### config.mk
export PLATFORM = sky130hd
export DESIGN_NAME = core_regfile_mp
export DESIGN_NICKNAME = d
export VERILOG_FILES = /design/src/rtl/core_pkg.sv /design/src/rtl/core_regfile_rdport.sv /design/src/rtl/core_regfile_mp.sv
export SDC_FILE = /design/constraint.sdc
export NUM_CORES = 2
export LEC_CHECK = 0
export CORE_MARGIN = 3
export CORE_UTILIZATION = 48
export CTS_BUF_LIST = sky130_fd_sc_hd__clkbuf_8
export CTS_CLUSTER_DIAMETER = 50
export CTS_CLUSTER_SIZE = 30
export DETAILED_ROUTE_END_ITERATION = 12
export SKIP_LAST_GASP = 1
export SYNTH_ARGS = -nofsm -noshare
export SYNTH_HDL_FRONTEND = slang
export SYNTH_SLANG_ARGS = --single-unit
### constraint.sdc
create_clock -name CLK -period 2.5 [get_ports CLK]
set_input_delay 0.5 -clock CLK [delete_from_list [all_inputs] [get_ports CLK]]
set_output_delay 0.5 -clock CLK [all_outputs]
set_load 0.05 [all_outputs]
### src/rtl/core_pkg.sv
// Shared core constants: default widths, the hardwired-zero register index
// and the address-width helper used to size register addresses.
package core_pkg;

    localparam int XLEN_DEFAULT = 32;
    localparam int NREG_DEFAULT = 32;
    localparam int REG_ZERO     = 0;

    // Address bits needed to index nreg registers (at least one bit).
    function automatic int addr_width(input int nreg);
        return (nreg > 1) ? $clog2(nreg) : 1;
    endfunction

endpackage

### src/rtl/core_regfile_rdport.sv
// One registered read port: same-cycle write bypass, data mux over the
// register array and lookup of the post-update busy bit.
module core_regfile_rdport
    import core_pkg::*;
#(
    parameter int XLEN   = XLEN_DEFAULT,
    parameter int NREG   = NREG_DEFAULT,
    parameter int AW     = addr_width(NREG_DEFAULT),
    parameter int BYPASS = 1
) (
    input  logic                       clk,
    input  logic                       rst_n,
    input  logic                       rd_en,
    input  logic [AW-1:0]              rd_addr,
    input  logic                       wr_en,
    input  logic [AW-1:0]              wr_addr,
    input  logic [XLEN-1:0]            wr_data,
    input  logic [NREG-1:0][XLEN-1:0]  regs,
    input  logic [NREG-1:0]            busy_next,
    output logic [XLEN-1:0]            rd_data,
    output logic                       rd_busy
);

    // wr_en is already qualified against register 0, so a hit never
    // forwards data into a read of x0.
    logic            bypass_hit;
    logic [XLEN-1:0] rd_data_next;

    assign bypass_hit = (BYPASS != 0) && wr_en && (wr_addr == rd_addr);

    // Select forwarded write data or the stored register value.
    always_comb begin
        rd_data_next = regs[rd_addr];
        if (bypass_hit) begin
            rd_data_next = wr_data;
        end
    end

    // Capture data and busy when enabled; otherwise hold the last result.
    always_ff @(posedge clk or negedge rst_n) begin
        if (!rst_n) begin
            rd_data <= '0;
            rd_busy <= 1'b0;
        end else if (rd_en) begin
            rd_data <= rd_data_next;
            rd_busy <= busy_next[rd_addr];
        end
    end

endmodule

### src/rtl/core_regfile_mp.sv
// Multi-read-port integer register file with registered reads, optional
// write-to-read bypass and a per-register busy scoreboard for RAW hazards.
//
// Strobe semantics: AWVALID, RSVVALID and each ARVALID bit are single-cycle
// requests sampled on the rising edge of CLK. There is no ready signal; every
// request is accepted in the cycle it is presented and the block never stalls.
module core_regfile_mp
    import core_pkg::*;
#(
    parameter int XLEN   = XLEN_DEFAULT,
    parameter int NREG   = NREG_DEFAULT,
    parameter int NRD    = 2,
    parameter int BYPASS = 1,
    parameter int AW     = addr_width(NREG)
) (
    input  logic                 CLK,
    input  logic                 NRST,
    input  logic                 AWVALID,
    input  logic [AW-1:0]        AWADDR,
    input  logic [XLEN-1:0]      WDATA,
    input  logic [NRD-1:0]       ARVALID,
    input  logic [NRD*AW-1:0]    ARADDR,
    output logic [NRD*XLEN-1:0]  RDATA,
    output logic [NRD-1:0]       RBUSY,
    input  logic                 RSVVALID,
    input  logic [AW-1:0]        RSVADDR,
    output logic                 RSVERR
);

    logic [NREG-1:0][XLEN-1:0] regs;
    logic [NREG-1:0]           busy;
    logic [NREG-1:0]           busy_next;
    logic                      wr_en;
    logic                      rsv_en;
    logic                      rsverr_next;

    // Register 0 is hardwired to zero: writes and reserves to it are dropped.
    assign wr_en  = AWVALID  && (AWADDR  != AW'(REG_ZERO));
    assign rsv_en = RSVVALID && (RSVADDR != AW'(REG_ZERO));

    // A reserve onto a busy register is an error unless the same cycle's
    // write frees it first.
    assign rsverr_next = rsv_en && busy[RSVADDR] &&
                         !(wr_en && (AWADDR == RSVADDR));

    // Next busy vector: write clears, then reserve sets; bit 0 stays clear.
    always_comb begin
        busy_next = busy;
        if (wr_en) begin
            busy_next[AWADDR] = 1'b0;
        end
        if (rsv_en) begin
            busy_next[RSVADDR] = 1'b1;
        end
        busy_next[REG_ZERO] = 1'b0;
    end

    // Data storage; entry 0 is only ever written by reset.
    always_ff @(posedge CLK or negedge NRST) begin
        if (!NRST) begin
            regs <= '0;
        end else if (wr_en) begin
            regs[AWADDR] <= WDATA;
        end
    end

    // Busy scoreboard and the one-cycle reserve-error pulse.
    always_ff @(posedge CLK or negedge NRST) begin
        if (!NRST) begin
            busy   <= '0;
            RSVERR <= 1'b0;
        end else begin
            busy   <= busy_next;
            RSVERR <= rsverr_next;
        end
    end

    for (genvar p = 0; p < NRD; p++) begin : g_rd
        core_regfile_rdport #(
            .XLEN   (XLEN),
            .NREG   (NREG),
            .AW     (AW),
            .BYPASS (BYPASS)
        ) u_rdport (
            .clk       (CLK),
            .rst_n     (NRST),
            .rd_en     (ARVALID[p]),
            .rd_addr   (ARADDR[p*AW +: AW]),
            .wr_en     (wr_en),
            .wr_addr   (AWADDR),
            .wr_data   (WDATA),
            .regs      (regs),
            .busy_next (busy_next),
            .rd_data   (RDATA[p*XLEN +: XLEN]),
            .rd_busy   (RBUSY[p])
        );
    end

endmodule

Word level (Yosys, flattened, before mapping)
Index checks and enable logic that the tools add are counted.
Storage, ports and cells
  register bits: 1122
  bits in latches: 0
  memory bits (writable): 0
  memory bits (read-only): 0
  bits of input ports: 58
  memories kept: 0
Operators by class
  add/subtract/negate cells: 0
  $mul: 0
  divide/modulo/power cells: 0
  magnitude comparators: 6
  equal/unequal tests: 3
  shifts and indexed selects: 0
  muxes and demuxes: 21
  bitwise gates (word level): 3
  reductions and logical operators: 12
Operators by type and width (count)
  bitwise mux 1024 bit: 1
  binary-select mux 32 bit (select 5 bit): 2
  2-to-1 mux 32 bit: 7
  demux 32 bit (select 5 bit): 1
  AND 32 bit: 1
  inverter 32 bit: 1
  bitwise OR 32 bit: 1
  less-than comparator 5 x 6 -> 1 bit (second input constant): 4
  binary-select mux 1 bit (select 5 bit): 3
  == test 5 bit: 3
  demux 1 bit (select 5 bit): 2
  >= comparator 5 x 1 -> 1 bit (second input constant): 2
  nonzero test 5 bit: 2
  logical AND 1 bit: 9
  2-to-1 mux 1 bit: 5
  zero test 1 bit: 1

Logic depth before layout (Yosys ltp)
  depth after elaboration: 11
  mapped depth: 9
  gate-level depth less buffers: 7

By module
A second synthesis with hierarchy kept.
Second synthesis, totals
  cells, all modules: 3908
  area, all modules: 59489.6 sq um
Modules (own cells, without submodules)
  core_regfile_mp: times used 1, cells an instance 2454, area each 39680.6 sq um, seq. area each 26425.3 sq um
  core_regfile_rdport: times used 2, cells an instance 727, area each 9904.5 sq um, seq. area each 825.8 sq um

Worst setup path after synthesis
Ideal clock, no wire load.
  path kind: input port to flip-flop
  start point: input ARADDR[5]
  end point: register g_rd[1].u_rdport.rd_data[10]
  library setup time: 135 ps
  arrival time: 2331 ps
  data required time: 2365 ps
  slack: 34 ps
  cell stages on the path: 8
  cells stage by stage: buf_2 > buf_6 > buf_2 > mux4_2 > mux4_2 > nand2_1 > and3_1 > o22ai_1
Between the ends
  word-level cells in the longest chain between the ends: 3
Ends and longest elaborated chain
  start, declared: line core_regfile_mp.sv:22  | input logic [NRD*AW-1:0] ARADDR,
  binary-select mux 32 bit (select 5 bit) or == test 5 bit (tied branches): line core_regfile_rdport.sv:33, core_regfile_rdport.sv:29
  2-to-1 mux 32 bit (implied by the code) or logical AND 1 bit (tied branches): line core_regfile_rdport.sv:33, core_regfile_rdport.sv:29
  2-to-1 mux 32 bit *: line core_regfile_rdport.sv:34  | if (bypass_hit) begin
  end signal, assigned: line core_regfile_rdport.sv:45  | rd_data <= rd_data_next;
  end, declared: line core_regfile_rdport.sv:20  | output logic [XLEN-1:0] rd_data,
Every way passes the cells marked *; elsewhere a longest branch is shown, timed or not. The select of a mux whose other input is x is not followed.
A chain may end at the register's enable or synchronous reset.

Worst setup path in the final report
  start point: register g_rd[0].u_rdport.rd_data[12]
  end point: output RDATA[12]
RTL lines
  start, declared: line core_regfile_rdport.sv:20
  start signal, assigned: line core_regfile_rdport.sv:45
  end, declared: line core_regfile_mp.sv:23  | output logic [NRD*XLEN-1:0] RDATA,
No word-level cell between the ends.

==> impl_metrics.tcl <==
set metrics [dict create \
    routed_wire_length_per_instance_um 30.32 \
    vdd_drop_max_mv 0.5759 \
    finalWorstPathRequiredPeriod_ps 2384 \
    final.fill_count 9802 \
    start_util_pct 48.44 \
    numClockSinks 1122 \
    via_count 37264 \
    final.period_utilization_pct 95.37 \
    viasPerCell 6.342 \
    worst_r2r_endpoint "g_rd[1].u_rdport.rd_data[29]" \
    cell_by_cell_listing_of_the_critical_path "dlygate4sd2_1" \
    most_common_flop_cell_mapped_by_yosys "dfrtp_1" \
    unrepaired_setup_endpoints_after_global_routing "false" \
    yosysSeqAreaShare_pct 47.50 \
    worstPathRequired_ps 2000 \
    gpl.final_weighted_congestion 0.8729 \
    first_iter_violations 2999 \
    fin_area_um2 68910 \
    hpwl_um 112100 \
    power.static_leakage_nw 29.82 \
    design.core.area_um2 122000 \
    nature_of_the_critical_path_endpoint "output pin" \
    fin_worst_hold_slack_ps 171.6 \
    grt_antenna_before_repair 6 \
    slowest_delay_ps 570 \
    maximum_fanout_along_the_worst_path 2 \
    worstHoldPathType "in -> async" \
    final_cells 5876 \
    max-slew-margin-rel_pct 57.46 \
    worst-r2r-cell-count 5 \
    placement.setup.worst_slack_ps -465.4 \
    synth_edf_count 0 \
    grt.overflow.total 0 \
    multi_input_comb_area_um2 29150 \
    clock_skew_after_layout_ps 34.68 \
    regToRegStartpoint "regs[1021]" \
    syn-instance-count 3902 \
    floorplan.die_area_um2 127400 \
    clk-insertion-delay-late_ps 870 \
    post_synthesis_async_set_or_reset_flop_share_pct 100.0 \
    synth_area_per_cell_um2 15.15 \
    cts_buffer_depth 3 \
    worstSetupStartpointType "flip-flop" \
    syn_area_um2 59110 \
    maxSlewViolCount 0 \
    cts_post_setup_buffers_inserted 0 \
    grt_util_all_layers_pct 28.60 \
    post_detailed_route_drc_marker_count 0 \
    route.final.wire_length_um 178200 \
    numCtsBuffers 136 \
    critical_path_class "reg -> out" \
    power_density_nw_per_um2 752.2 \
    cts-root-buf "clkbuf_8" \
    critical_path.top_delay_family "buffers and inverters" \
    grt_first_pass_wirelength_um 266800 \
    via_count_of_the_first_global_routing_pass 38526 \
    yosysWarningCount 0 \
    regArea_um2 28080 \
    cts_tree "built" \
    worstPathArrival_ps 1880 \
    rows 128 \
    outcome "finished clean" \
    setup-violations-final 0 \
    finalHoldViolations 0 \
    clock.fmax_mhz 419.4 \
    die_height_um 356.9 \
    dpl_cell_area_um2 65760 \
    dr.pass1.iters 5 \
    synth_nets 3960 \
    setup_tns_ps 0 \
    final_critical_path_setup_slack_ps 115.7 \
    r2r_slack_ps 490 \
    synth.lib_cells_used.distinct 51 \
    die_x_um 356.9 \
    ys_ff_latch 1122 \
    cp_num_buf_inv 1 \
    ios 125 \
    post_route_cells_drive_above_1_share_pct 54.50 \
    critical-path-slowest-cell "dlygate4sd2_1" \
    place_inst 5621 \
    grt_max_degree 105 \
    worst_setup_hold_path_clk_slew_ps 100 \
    maximum_level_of_the_cts_h_tree 4 \
    cap_violations 0 \
    worst_slew_pin_slew_ps 638.1 \
    area_growth_pct 16.57 \
    finish.net_count 4195 \
    place.port_buffers 124 \
    drtAntennaViolNets 0 \
]
## stage by stage
| stage | total power (W) | utilization, % |
|---|---|---|
| global route | 0.05430 | 56.46 |
| floorplan | 0.03278 | - |
| detailed placement | 0.03700 | 53.89 |
| global placement | 0.03661 | 53.89 |
| finish | 0.05183 | 56.46 |
| CTS | 0.05230 | 56.46 |
## metal layers
metal  GRT usage [%]  vias up  share of wire (%)
met1           41.08    20458                 44
met5               0        -             0.0051
met2           45.45     1125                 48
met3           4.273      272                5.3
met4           8.861        2                3.0
li1                -    15407                  -
## how the worst max path moves through the flow
stage                                       from                           end  slack, ps  cells after the start
floorplan                              ARADDR[5]  g_rd[1].u_rdport.rd_data[10]         30                      8
global placement                       AWADDR[4]  g_rd[1].u_rdport.rd_data[31]       -480                      9
detailed placement                     AWADDR[4]      g_rd[0].u_rdport.rd_busy       -470                      9
CTS                 g_rd[0].u_rdport.rd_data[12]                     RDATA[12]         20                      1
global route        g_rd[0].u_rdport.rd_data[12]                     RDATA[12]         20                      1
finish              g_rd[0].u_rdport.rd_data[12]                     RDATA[12]        120                      1
## area by class of cell
type / instances / area share, %
tap: 1625 / 2.951
clock buffer: 149 / 2.976
antenna: 3 / 0.01089
multi-input combinational: 2264 / 42.31
sequential: 1122 / 40.75
clock inverter: 100 / 1.652
inverter: 79 / 0.4303
timing repair buffer: 534 / 8.928
## kinds of logic after synthesis
kind of cell / after synthesis / share of synthesized area, %
buffers and inverters: 516 / 3.611
xor gates and xnor gates: 15 / 0.2222
DFF: 1122 / 47.50
muxes: 1619 / 43.19
and+or+nand+nor: 432 / 3.403
AOI/OAI and AO/OA: 198 / 2.078
## report_power, final
| group | internal [W] | switching (W) | total, W |
|---|---|---|---|
| Clock | 0.00761 | 0.00779 | 0.0154 |
| Sequential | 0.0216 | 0.00243 | 0.0241 |
| Combinational | 0.00729 | 0.00507 | 0.0124 |
## cell usage in the layout (no fill, tap or decap), types with 17 or more instances in the layout
master           Yosys  routed
o22ai_1             64      64
mux4_2             649     649
dfrtp_1           1122    1122
buf_4               20     259
clkdlybuf4s50_1      0      44
clkinv_2             0      19
bufinv_16            0      17
nand2_1            254     241
inv_1               77      86
nor2_1              38      22
inv_6                0      20
and3_1              62      62
o21ai_0             75      75
clkbuf_8             0     149
mux2_2             963     963
dlygate4sd2_1        0      67
buf_12               0     152
## state kept, by name, indices dropped and copies added (netlist names)
name                   cells
RSVERR                     1
busy                      31
g_rd.u_rdport.rd_busy      2
g_rd.u_rdport.rd_data     64
regs                    1024
## cells in the mapped netlist, types with 3 or more instances
| cell | number | area [um^2] |
|---|---|---|
| a21oi_1 | 10 | 50.05 |
| a22o_1 | 8 | 70.07 |
| a22oi_1 | 13 | 97.59 |
| a311oi_1 | 4 | 35.03 |
| and2_1 | 7 | 43.79 |
| and3_1 | 62 | 387.9 |
| and4bb_2 | 3 | 37.54 |
| buf_1 | 65 | 244.0 |
| buf_2 | 62 | 310.3 |
| buf_4 | 20 | 150.1 |
| buf_6 | 6 | 67.56 |
| clkbuf_1 | 284 | 1066 |
| dfrtp_1 | 1122 | 28080 |
| inv_1 | 77 | 289.0 |
| mux2_2 | 963 | 10840 |
| mux2i_1 | 7 | 70.07 |
| mux4_2 | 649 | 14620 |
| nand2_1 | 254 | 953.4 |
| nand2b_1 | 11 | 68.82 |
| nand3_1 | 11 | 55.05 |
| nand4_1 | 4 | 25.02 |
| nand4b_1 | 5 | 43.79 |
| nor2_1 | 38 | 142.6 |
| nor2b_1 | 10 | 62.56 |
| nor3_1 | 8 | 40.04 |
| nor4_1 | 3 | 18.77 |
| nor4bb_1 | 4 | 40.04 |
| o21ai_0 | 75 | 375.4 |
| o21ai_1 | 4 | 20.02 |
| o221ai_1 | 4 | 35.03 |
| o22ai_1 | 64 | 400.4 |
| xnor2_1 | 7 | 61.31 |
| xor2_1 | 8 | 70.07 |
## timing repair
action | in CTS | in global routing
endpoints found under the setup margin | 67 | 0
hold buffers | 3 | 0
gates resized for setup | 67 | 0
hold endpoints to repair | 565 | 0
Note: power is estimated with default switching activity, not from simulation.
